--- config.mk ---
export PLATFORM = sky130hd
export DESIGN_NAME = bootprom_ctl_flat
export DESIGN_NICKNAME = d
export VERILOG_FILES = /design/src/rtl/bootprom_ctl_if.sv /design/src/rtl/bootprom_ctl.sv /design/src/flat_wrapper.sv
export SDC_FILE = /design/constraint.sdc
export NUM_CORES = 1
export LEC_CHECK = 0
export ABC_AREA = 1
export ABC_CLOCK_PERIOD_IN_PS = 1330
export BUFFER_PORTS_ARGS = -buffer_cell sky130_fd_sc_hd__buf_4
export CORE_MARGIN = 2
export CORE_UTILIZATION = 43
export DETAILED_ROUTE_END_ITERATION = 8
export PLACE_DENSITY = 0.75
export SYNTH_ARGS = -nofsm -noshare
export SYNTH_HDL_FRONTEND = slang
export SYNTH_SLANG_ARGS = --single-unit
--- constraint.sdc ---
create_clock -name clk -period 1.33 [get_ports clk]
set_input_delay 0.133 -clock clk [delete_from_list [all_inputs] [get_ports clk]]
set_output_delay 0.133 -clock clk [all_outputs]
set_load 0.03 [all_outputs]
--- src/rtl/bootprom_ctl_if.sv ---
// CPU-side bus bundle for the boot PROM controller: strobes, decode hit,
// word address, read data, drive enable and the DTACK/BERR acknowledges.
interface bootprom_ctl_if;
    logic        as_n;
    logic        uds_n;
    logic        lds_n;
    logic        rw;
    logic        prom_sel;
    logic [14:0] cpu_addr;
    logic [15:0] cpu_dout;
    logic        cpu_doe;
    logic        dtack_n;
    logic        berr_n;

    modport master (
        output as_n, uds_n, lds_n, rw, prom_sel, cpu_addr,
        input  cpu_dout, cpu_doe, dtack_n, berr_n
    );

    modport slave (
        input  as_n, uds_n, lds_n, rw, prom_sel, cpu_addr,
        output cpu_dout, cpu_doe, dtack_n, berr_n
    );
endinterface

--- src/rtl/bootprom_ctl.sv ---
// Boot PROM pair read sequencer (27256 high/low bytes, 32K x 16) with DTACK generation.
// Optional macro BOOTPROM_WRITE_BERR_EN: write hits answer with BERR_n instead of DTACK_n.
module bootprom_ctl #(
    parameter int WAIT_STATES = 3,
    parameter int SETUP_CLKS  = 1
) (
    input  logic           clk,
    input  logic           reset_n,
    bootprom_ctl_if.slave  bus,
    output logic [14:0]    prom_addr,
    output logic           prom_ce_n,
    output logic           prom_oe_n,
    input  logic [15:0]    prom_d,
    output logic           busy
);

    localparam logic [2:0] S_IDLE   = 3'd0;
    localparam logic [2:0] S_SETUP  = 3'd1;
    localparam logic [2:0] S_ACCESS = 3'd2;
    localparam logic [2:0] S_LATCH  = 3'd3;
    localparam logic [2:0] S_ACK    = 3'd4;
`ifdef BOOTPROM_WRITE_BERR_EN
    localparam logic [2:0] S_BERR   = 3'd5;
`endif

    logic [2:0]  r_state;
    logic [3:0]  r_cnt;
    logic        r_as_hi;
    logic        r_wr;
    logic [14:0] r_addr;
    logic [15:0] r_dout;
    logic        w_start;

    // r_as_hi remembers as_n from the previous edge, so a strobe held low
    // through the end of a cycle can never re-trigger another one.
    assign w_start = (r_state == S_IDLE) && r_as_hi && !bus.as_n && bus.prom_sel &&
                     (!bus.uds_n || !bus.lds_n);

    always_ff @(posedge clk or negedge reset_n) begin
        if (!reset_n) begin
            r_state <= S_IDLE;
            r_cnt   <= 4'd0;
            r_as_hi <= 1'b0;
            r_wr    <= 1'b0;
            r_addr  <= 15'd0;
            r_dout  <= 16'h0000;
        end else begin
            r_as_hi <= bus.as_n;
            case (r_state)
                S_IDLE: begin
                    if (w_start) begin
                        r_addr <= bus.cpu_addr;
                        r_wr   <= !bus.rw;
                        if (bus.rw) begin
                            r_state <= S_SETUP;
                            r_cnt   <= 4'(SETUP_CLKS - 1);
                        end else begin
`ifdef BOOTPROM_WRITE_BERR_EN
                            r_state <= S_BERR;
`else
                            r_state <= S_ACK;
`endif
                        end
                    end
                end
                S_SETUP: begin
                    if (bus.as_n) begin
                        r_state <= S_IDLE;
                    end else if (r_cnt == 4'd0) begin
                        r_state <= S_ACCESS;
                        r_cnt   <= 4'(WAIT_STATES - 1);
                    end else begin
                        r_cnt <= r_cnt - 4'd1;
                    end
                end
                S_ACCESS: begin
                    if (bus.as_n) begin
                        r_state <= S_IDLE;
                    end else if (r_cnt == 4'd0) begin
                        r_state <= S_LATCH;
                    end else begin
                        r_cnt <= r_cnt - 4'd1;
                    end
                end
                S_LATCH: begin
                    if (bus.as_n) begin
                        r_state <= S_IDLE;
                    end else begin
                        r_dout  <= prom_d;
                        r_state <= S_ACK;
                    end
                end
                S_ACK: begin
                    if (bus.as_n) r_state <= S_IDLE;
                end
`ifdef BOOTPROM_WRITE_BERR_EN
                S_BERR: begin
                    if (bus.as_n) r_state <= S_IDLE;
                end
`endif
                default: r_state <= S_IDLE;
            endcase
        end
    end

    // Strobes stay asserted through LATCH so prom_d is still valid when sampled.
    assign prom_ce_n    = !((r_state == S_SETUP) || (r_state == S_ACCESS) || (r_state == S_LATCH));
    assign prom_oe_n    = !((r_state == S_ACCESS) || (r_state == S_LATCH));
    assign prom_addr    = r_addr;
    assign busy         = (r_state != S_IDLE);
    assign bus.cpu_dout = r_dout;
    assign bus.dtack_n  = (r_state != S_ACK);
    assign bus.cpu_doe  = (r_state == S_ACK) && !r_wr;
`ifdef BOOTPROM_WRITE_BERR_EN
    assign bus.berr_n   = (r_state != S_BERR);
`else
    assign bus.berr_n   = 1'b1;
`endif

endmodule

--- src/flat_wrapper.sv ---
// flat-port wrapper written by rule: the top's interface ports become plain ports
module bootprom_ctl_flat 
#(
    parameter int WAIT_STATES = 3,
    parameter int SETUP_CLKS  = 1
)
  (clk, reset_n, prom_addr, prom_ce_n, prom_oe_n, prom_d, busy, bus_as_n, bus_uds_n, bus_lds_n, bus_rw, bus_prom_sel, bus_cpu_addr, bus_cpu_dout, bus_cpu_doe, bus_dtack_n, bus_berr_n);
  bootprom_ctl_if bus_i ();
  input  logic clk;
  input  logic reset_n;
  output logic [14:0] prom_addr;
  output logic prom_ce_n;
  output logic prom_oe_n;
  input  logic [15:0] prom_d;
  output logic busy;
  input wire logic [$bits(bus_i.as_n)-1:0] bus_as_n;
  input wire logic [$bits(bus_i.uds_n)-1:0] bus_uds_n;
  input wire logic [$bits(bus_i.lds_n)-1:0] bus_lds_n;
  input wire logic [$bits(bus_i.rw)-1:0] bus_rw;
  input wire logic [$bits(bus_i.prom_sel)-1:0] bus_prom_sel;
  input wire logic [$bits(bus_i.cpu_addr)-1:0] bus_cpu_addr;
  output wire logic [$bits(bus_i.cpu_dout)-1:0] bus_cpu_dout;
  output wire logic [$bits(bus_i.cpu_doe)-1:0] bus_cpu_doe;
  output wire logic [$bits(bus_i.dtack_n)-1:0] bus_dtack_n;
  output wire logic [$bits(bus_i.berr_n)-1:0] bus_berr_n;
  assign bus_i.as_n = bus_as_n;
  assign bus_i.uds_n = bus_uds_n;
  assign bus_i.lds_n = bus_lds_n;
  assign bus_i.rw = bus_rw;
  assign bus_i.prom_sel = bus_prom_sel;
  assign bus_i.cpu_addr = bus_cpu_addr;
  assign bus_cpu_dout = bus_i.cpu_dout;
  assign bus_cpu_doe = bus_i.cpu_doe;
  assign bus_dtack_n = bus_i.dtack_n;
  assign bus_berr_n = bus_i.berr_n;
  bootprom_ctl #(.WAIT_STATES(WAIT_STATES), .SETUP_CLKS(SETUP_CLKS)) u_core (.clk(clk), .reset_n(reset_n), .bus(bus_i), .prom_addr(prom_addr), .prom_ce_n(prom_ce_n), .prom_oe_n(prom_oe_n), .prom_d(prom_d), .busy(busy));
endmodule
==> reports/qor.csv, run 1 <==
stage;metric;value;unit
sta;hold_ws;0.0297;ns
grt;grt_usage;20.1;%
critical_path;end_kind;register;
synthesis;yosysTopAreaCellShare;52.7;%
layout;fin_nets;343;
drt;vias;1814;
drt;ant_nets;0;
critical_path;crit_chain;nor2_4 -> buf_6 -> nand2_8 -> nor3_4 -> buf_6 -> buf_12 -> nor2_1 -> a21oi_2;
synthesis;synth.area.top_cells;dfrtp_1, nand2_1, mux2_4;
critical_path;critPathLaunchType;register;
drt;post-route-drc-count;0;
pwr;p_per_area;2540;mW/mm2
pwr;power_frac_comb;61.7;%
floorplanning;rows;24;
synthesis;ys_seq_area_share;52.7;%
layout;num-fill-cells;311;
pwr;p_int;0.00420;W
outcome;status;finished with violations;
placement;gp_congestion;0.807;
clocking;clkLatencyLatePin;0.30;ns
layout;final_cells;357;
clocking;cts.sinks;40;
grt;antenna_found_initial;0;
critical_path;critPathKind;reg -> reg;
clocking;cts_tree;built;
synthesis;synthTopCellsByCount;nand2_1, dfrtp_1, inv_1;
critical_path;worstPathArrival;1.68;ns
synthesis;yosysWarnings;0;
grt;grt_pass1_vias;1776;
sta;setup_violations;42;
critical_path;crit_top_cell;buf_6;
synthesis;synth_flop_cell;dfrtp_1;
grt;gr-total-overflow;0;
min_path;min_from;bus_rw;
sta;skew;0.00657;ns
drt;wl_per_cell;15.0;um
placement;pre_cts_slack;-0.0733;ns
sta;finalCriticalPeriod;1.45;ns
critical_path;crit_start;u_core.r_state[0]$_DFFE_PN0P_;
floorplanning;initial_core_util;44.2;%
pwr;leakagePower;1.61;nW
job;max_cap_viol_count;0;
clocking;clkSlewWorstSetupHoldPaths;0.08;ns
sta;rsz0062_at_grt;true;
sta;report.final.hold_viol_count;0;
clocking;cts_buffers;5;
grt;grt_pass1_wl;7.84;mm
critical_path;crit_path_max_fanout;8;
floorplanning;die_area;0.00496;mm2
pwr;p_seq_share;27.4;%
layout;syn_to_final_growth;61.4;%
floorplanning;pin_count;75;
min_path;hold_path_class;in -> reg;
grt;grt_max_degree;41;
critical_path;crit_required;1.56;ns
outcome;violations;setup timing;
clocking;root_buffer;clkbuf_8;
placement;post-dp-hpwl;3.26;mm
placement;dp_cells;337;
drt;routed_via_density;5.08;
synthesis;yosysTopAreaCell;dfrtp_1;
floorplanning;die_w;70.4;um
critical_path;worst_path_max_delay_cell;dfrtp_2;
synthesis;synth-edff-count;0;
synthesis;postSynthAreaPerCell;9.30;um2
layout;antennaDiodeCount;0;
floorplanning;fp.dieH;70.4;um
synthesis;syn-cell-area;0.00190;mm2
synthesis;syn_nets;243;
critical_path;critical-path-max-stage-delay;0.46;ns
sta;drv_slew;0;
drt;drt_first_pass_iters;5;
pwr;p_sw;0.00357;W
clocking;cts.htree.levels;2;
synthesis;synth_most_common_cell;nand2_1;
synthesis;ys_types;24;
pwr;total_power;0.00777;W
sta;fin_ws;-0.122;ns
synthesis;synthArstFlopShare;100;%
placement;portBuffers;73;
synthesis;synthCells;204;
layout;layout-drive-gt1-share;53.8;%
clocking;clock_path_buffers;2;
drt;drt_iter0_drc;158;
sta;finalCritPeriodShare;109;%
critical_path;worstReg2RegStart;u_core.r_state[0]$_DFFE_PN0P_;
pwr;p_sw_share;45.9;%
pwr;clkPwrFrac;11.0;%
synthesis;synth_seq_cells;40;
floorplanning;coreArea;0.00429;mm2
pwr;peakVddDrop;1.28;mV
sta;fmax;689;MHz
drt;wirelength;5.37;mm
critical path, delay by kind of cell (launching register included):
| family | cells | cell delay [ns] |
|---|---|---|
| flops | 1 | 0.46 |
| compound gates | 1 | 0.11 |
| buf+inv | 3 | 0.43 |
| simple gates | 4 | 0.38 |
cell type report:
class | instances | area [um2] | share of cell area, %
clock buffers | 7 | 86.3 | 2.82
flip-flops and latches | 40 | 1000 | 32.8
multi-input cells | 130 | 915 | 29.9
inverters | 28 | 115 | 3.76
repair buffers | 99 | 871 | 28.4
well taps | 52 | 65.1 | 2.12
clock inverters | 1 | 7.51 | 0.245
sequential cells by signal (all words and copies together), names as in the netlist:
name                 flops
u_core.prom_addr        15
u_core.bus.cpu_dout     16
u_core.r_as_hi           1
u_core.r_wr              1
u_core.r_state           3
u_core.r_cnt             4
cells in the final DEF (no fill, tap or decap), types with 2 or more instances in the layout:
cell,instances
inv_4,2
nand2_4,3
dlygate4sd3_1,2
nand2_1,39
nand2_2,11
nand4_1,4
nor2_2,4
o21ai_1,10
nor2_4,4
o21ai_0,2
nand3_4,4
buf_12,3
nand3_1,12
clkbuf_16,2
o21ai_2,6
dfrtp_2,2
buf_6,8
dfrtp_1,38
nor2_1,8
mux2_4,9
clkbuf_8,6
inv_1,24
buf_4,83
mux2_2,7
metal layers:
layer	global-route usage [%]	part of all wire (%)	vias to the layer above	wire, um
met5	0	0	-	0
met4	9.83	3.0	0	163
met3	3.90	5.0	18	269
met2	34.0	53	71	2830
met1	24.5	39	881	2110
li1	-	-	844	-
power groups by stage:
stage          Clock, W  Combinational [W]  Sequential, W
2_1_floorplan         0            0.00161        0.00299
3_5_place_dp          0            0.00396        0.00212
4_1_cts        0.000864            0.00425        0.00210
3_3_place_gp          0            0.00388        0.00211
6_report       0.000851            0.00479        0.00213
5_1_grt        0.000947            0.00511        0.00220
worst paths after layout:
| path | to | slack (ns) | cells past startpoint |
|---|---|---|---|
| setup / recovery | u_core.r_wr$_DFFE_PN0P_ | -0.12 | 8 |
| hold / removal | u_core.r_wr$_DFFE_PN0P_ | 0.03 | 2 |
| setup reg to reg | u_core.r_wr$_DFFE_PN0P_ | -0.12 | 8 |
| hold reg to reg | u_core.r_cnt[0]$_DFFE_PN0P_ | 0.48 | 2 |
| max in group asynchronous | u_core.r_state[2]$_DFFE_PN0P_ | 0.61 | 2 |
| min in group asynchronous | u_core.prom_addr[12]$_DFFE_PN0P_ | 0.35 | 2 |
repair_timing:
| item | 4_1_cts | 5_1_grt |
|---|---|---|
| endpoints found under the hold margin | 41 | 0 |
| setup buffers | 5 | 2 |
| resized for setup | 18 | 42 |
| gates cloned | 1 | 2 |
| hold buffers | 2 | 0 |
| pin swaps | 2 | 3 |
| endpoints found under the setup margin | 36 | 44 |
kinds of logic (layout without fill, tap and decap cells):
family	count (synthesis)	count (layout)	share of synthesized area, %
DFF	40	40	52.7
other	1	1	0.198
muxes	16	16	11.3
adders and majority gates	1	1	0.659
AOI/OAI and AO/OA	19	19	5.21
and+or+nand+nor	93	93	22.1
buffers and inverters	34	135	7.84
per-stage QoR:
stage                     area, um2  setup TNS (ns)  utilization, %
final                          3060           -2.92            71.3
after global routing           3060           -5.13            71.3
after CTS                      2870           -1.80            66.7
after detailed placement       2630          -0.809            61.3
after global placement         2630         -0.0384            61.3
after floorplan                1940          -0.615               -
No activity file was read; power rests on OpenSTA's default activity.
==> inputs of run 2 (changes only) <==
Settings changed: ABC_AREA 1 to unset, CORE_UTILIZATION 43 to 42, PLACE_DENSITY 0.75 to 0.74.
==> run 2 against run 1 <==
  * The run still ends with setup timing left
  * First-iteration DRC count is 71% lower
  * Clock-buffer cell count decreased by 2
  * Register-to-register slack got worse by 0.13 ns
  * Power shrank 36%
  * Via count decreased by 22%
  * Global-route usage fell by 0.73 points
  * Final area fell by 4.5%
  * Critical path type unchanged
  * Largest power group unchanged
==> reports/qor.csv, run 2 <==
stage;metric;value;unit
clocking;cts_tree;built;
floorplanning;rows;23;
layout;antennaDiodeCount;0;
floorplanning;initial_core_util;44.1;%
floorplanning;fp.dieH;69.1;um
critical_path;crit_path_max_fanout;3;
grt;gr-total-overflow;0;
synthesis;postSynthAreaPerCell;13.9;um2
job;max_cap_viol_count;0;
sta;rsz0062_at_grt;true;
layout;fin_nets;270;
clocking;cts.htree.levels;2;
layout;num-fill-cells;274;
critical_path;crit_required;1.50;ns
synthesis;ys_seq_area_share;56.3;%
critical_path;worstPathArrival;1.75;ns
layout;largest_reg_flops;16;
critical_path;path_buf_inv;1;
outcome;violations;setup timing;
drt;ant_nets;0;
pwr;clkPwrFrac;22.4;%
pwr;p_per_area;1710;mW/mm2
placement;portBuffers;73;
synthesis;synth_seq_cells;40;
grt;grt_max_degree;41;
clocking;clkLatencyLatePin;0.28;ns
drt;routed_via_density;5.02;
drt;vias;1411;
sta;fmax;632;MHz
min_path;hold_path_class;in -> reg;
pwr;peakVddDrop;0.689;mV
grt;grt_pass1_wl;7.45;mm
pwr;p_seq_share;34.2;%
drt;wl_per_cell;15.9;um
sta;report.final.hold_viol_count;0;
grt;antenna_found_initial;0;
sta;finalCriticalPeriod;1.58;ns
critical_path;critPathKind;reg -> reg;
drt;drt_first_pass_iters;6;
floorplanning;die_area;0.00477;mm2
pwr;power_frac_comb;43.4;%
placement;pre_cts_slack;-0.383;ns
critical_path;end_kind;register;
synthesis;yosysWarnings;0;
pwr;p_int;0.00335;W
clocking;root_buffer;clkbuf_8;
synthesis;syn-cell-area;0.00178;mm2
outcome;status;finished with violations;
layout;most-common-layout-cells;buf_4, dfrtp_1, mux2_4;
placement;dp_cells;263;
synthesis;synth-edff-count;0;
synthesis;yosysTopAreaCellShare;56.3;%
pwr;leakagePower;1.43;nW
sta;finalCritPeriodShare;119;%
floorplanning;die_w;69.1;um
synthesis;syn_nets;167;
floorplanning;pin_count;75;
sta;hold_ws;0.0355;ns
synthesis;synth_flop_cell;dfrtp_1;
critical_path;crit_family;flip-flops;
pwr;total_power;0.00501;W
critical_path;critPathLaunchType;register;
critical_path;crit_chain;inv_2 -> ha_4 -> nor3b_4 -> nor2_1 -> o31ai_2 -> mux2_4;
layout;final_common_cell;buf_4;
floorplanning;coreArea;0.00403;mm2
synthesis;ys_types;33;
clocking;clkSlewWorstSetupHoldPaths;0.07;ns
synthesis;yosysTopAreaCell;dfrtp_1;
layout;syn_to_final_growth;64.6;%
pwr;p_sw;0.00166;W
layout;final_cells;281;
drt;post-route-drc-count;0;
drt;wirelength;4.46;mm
synthesis;synthArstFlopShare;100;%
layout;layout-drive-gt1-share;71.0;%
critical_path;worst_path_max_delay_cell;dfrtp_1;
grt;grt_pass1_vias;1552;
placement;gp_congestion;0.798;
critical_path;critical-path-max-stage-delay;0.40;ns
sta;setup_violations;41;
synthesis;synthTopCellsByCount;dfrtp_1, mux2_2, mux2_4;
synthesis;synth.area.top_cells;dfrtp_1, mux2_2, mux2_4;
sta;skew;0.00472;ns
pwr;p_sw_share;33.2;%
drt;drt_iter0_drc;46;
synthesis;synth_most_common_cell;dfrtp_1;
clocking;cts.sinks;40;
synthesis;synthCells;128;
clocking;cts_buffers;5;
grt;grt_usage;19.4;%
clocking;clock_path_buffers;2;
sta;drv_slew;0;
placement;post-dp-hpwl;3.13;mm
sta;fin_ws;-0.252;ns
-- run 2: changes by cell type after synthesis, sizes merged, moves of 3 or more --
cell,delta
o21ai,-12
o31ai,+3
nand2,-50
a21oi,+3
inv,-25
nor2,-12
mux2,+17
nand4,-4
nand3,-17
-- run 2: worst paths after layout --
check                                                  from                                to  slack, ns  cells past startpoint
max reg2reg                     u_core.r_cnt[1]$_DFFE_PN0P_       u_core.r_cnt[1]$_DFFE_PN0P_      -0.25                      6
min in group asynchronous                           reset_n  u_core.prom_addr[12]$_DFFE_PN0P_       0.36                      2
min reg2reg                u_core.prom_addr[10]$_DFFE_PN0P_  u_core.prom_addr[10]$_DFFE_PN0P_       0.51                      1
max in group asynchronous                           reset_n     u_core.r_state[0]$_DFFE_PN0P_       0.60                      2
min                                                bus_as_n          u_core.r_as_hi$_DFF_PN0_       0.04                      1
max                             u_core.r_cnt[1]$_DFFE_PN0P_       u_core.r_cnt[1]$_DFFE_PN0P_      -0.25                      6
-- run 2: layer usage --
layer  part of all wire (%)  track usage (%)  routed length (um)
met5                      0                0                   0
met4                    1.8             5.88                  81
met3                    6.1             5.12                 271
met2                     52             34.2                2330
met1                     40             23.2                1770
-- run 2: cells by family after synthesis --
logic type | share of synthesized area (%)
flip-flops | 56.3
multiplexers | 23.6
AND/OR/NAND/NOR | 9.50
AO/OA/AOI/OAI | 4.79
buffers and inverters | 4.43
adder cells (fa/ha/maj) | 0.704
other | 0.211
XOR/XNOR | 0.493
-- run 2: cell type report --
cell class	instances	area [um2]	share of cell area [%]
Sequential cell	40	1000	34.3
Timing Repair Buffer	103	892	30.5
Multi-Input combinational cell	78	827	28.3
Clock buffer	5	68.8	2.35
Tap cell	50	62.6	2.14
Clock inverter	2	60.1	2.05
Inverter	3	11.3	0.385
-- run 2: metrics by stage --
| step | util, % | setup TNS, ns | area [um2] |
|---|---|---|---|
| after floorplan | - | -1.37 | 1800 |
| after global placement | 62.4 | -0.741 | 2510 |
| after detailed placement | 62.4 | -1.76 | 2510 |
| after CTS | 71.5 | -3.35 | 2880 |
| after global routing | 72.6 | -4.75 | 2930 |
| final | 72.6 | -2.97 | 2930 |
-- run 2: what timing repair did --
action	4_1_cts	5_1_grt
pin swaps	9	4
setup buffers	4	5
hold endpoints to repair	40	0
cloned	2	0
gates resized for setup	36	7
hold buffers	1	0
endpoints found under the setup margin	42	43
-- run 2: worst reg2reg max path, stage by stage, from the launching register on --
cell and delay (ns):
dfrtp_1 0.40, inv_2 0.08, ha_4 0.14, nor3b_4 0.19, nor2_1 0.08, o31ai_2 0.25, mux2_4 0.33
-- run 2: power by group through the flow --
stage	sequential (W)	combinational [W]	clock, W
global placement	0.00170	0.00180	0
global route	0.00175	0.00230	0.00120
floorplan	0.00216	0.000599	0
finish	0.00171	0.00217	0.00112
CTS	0.00172	0.00207	0.00115
detailed placement	0.00173	0.00187	0
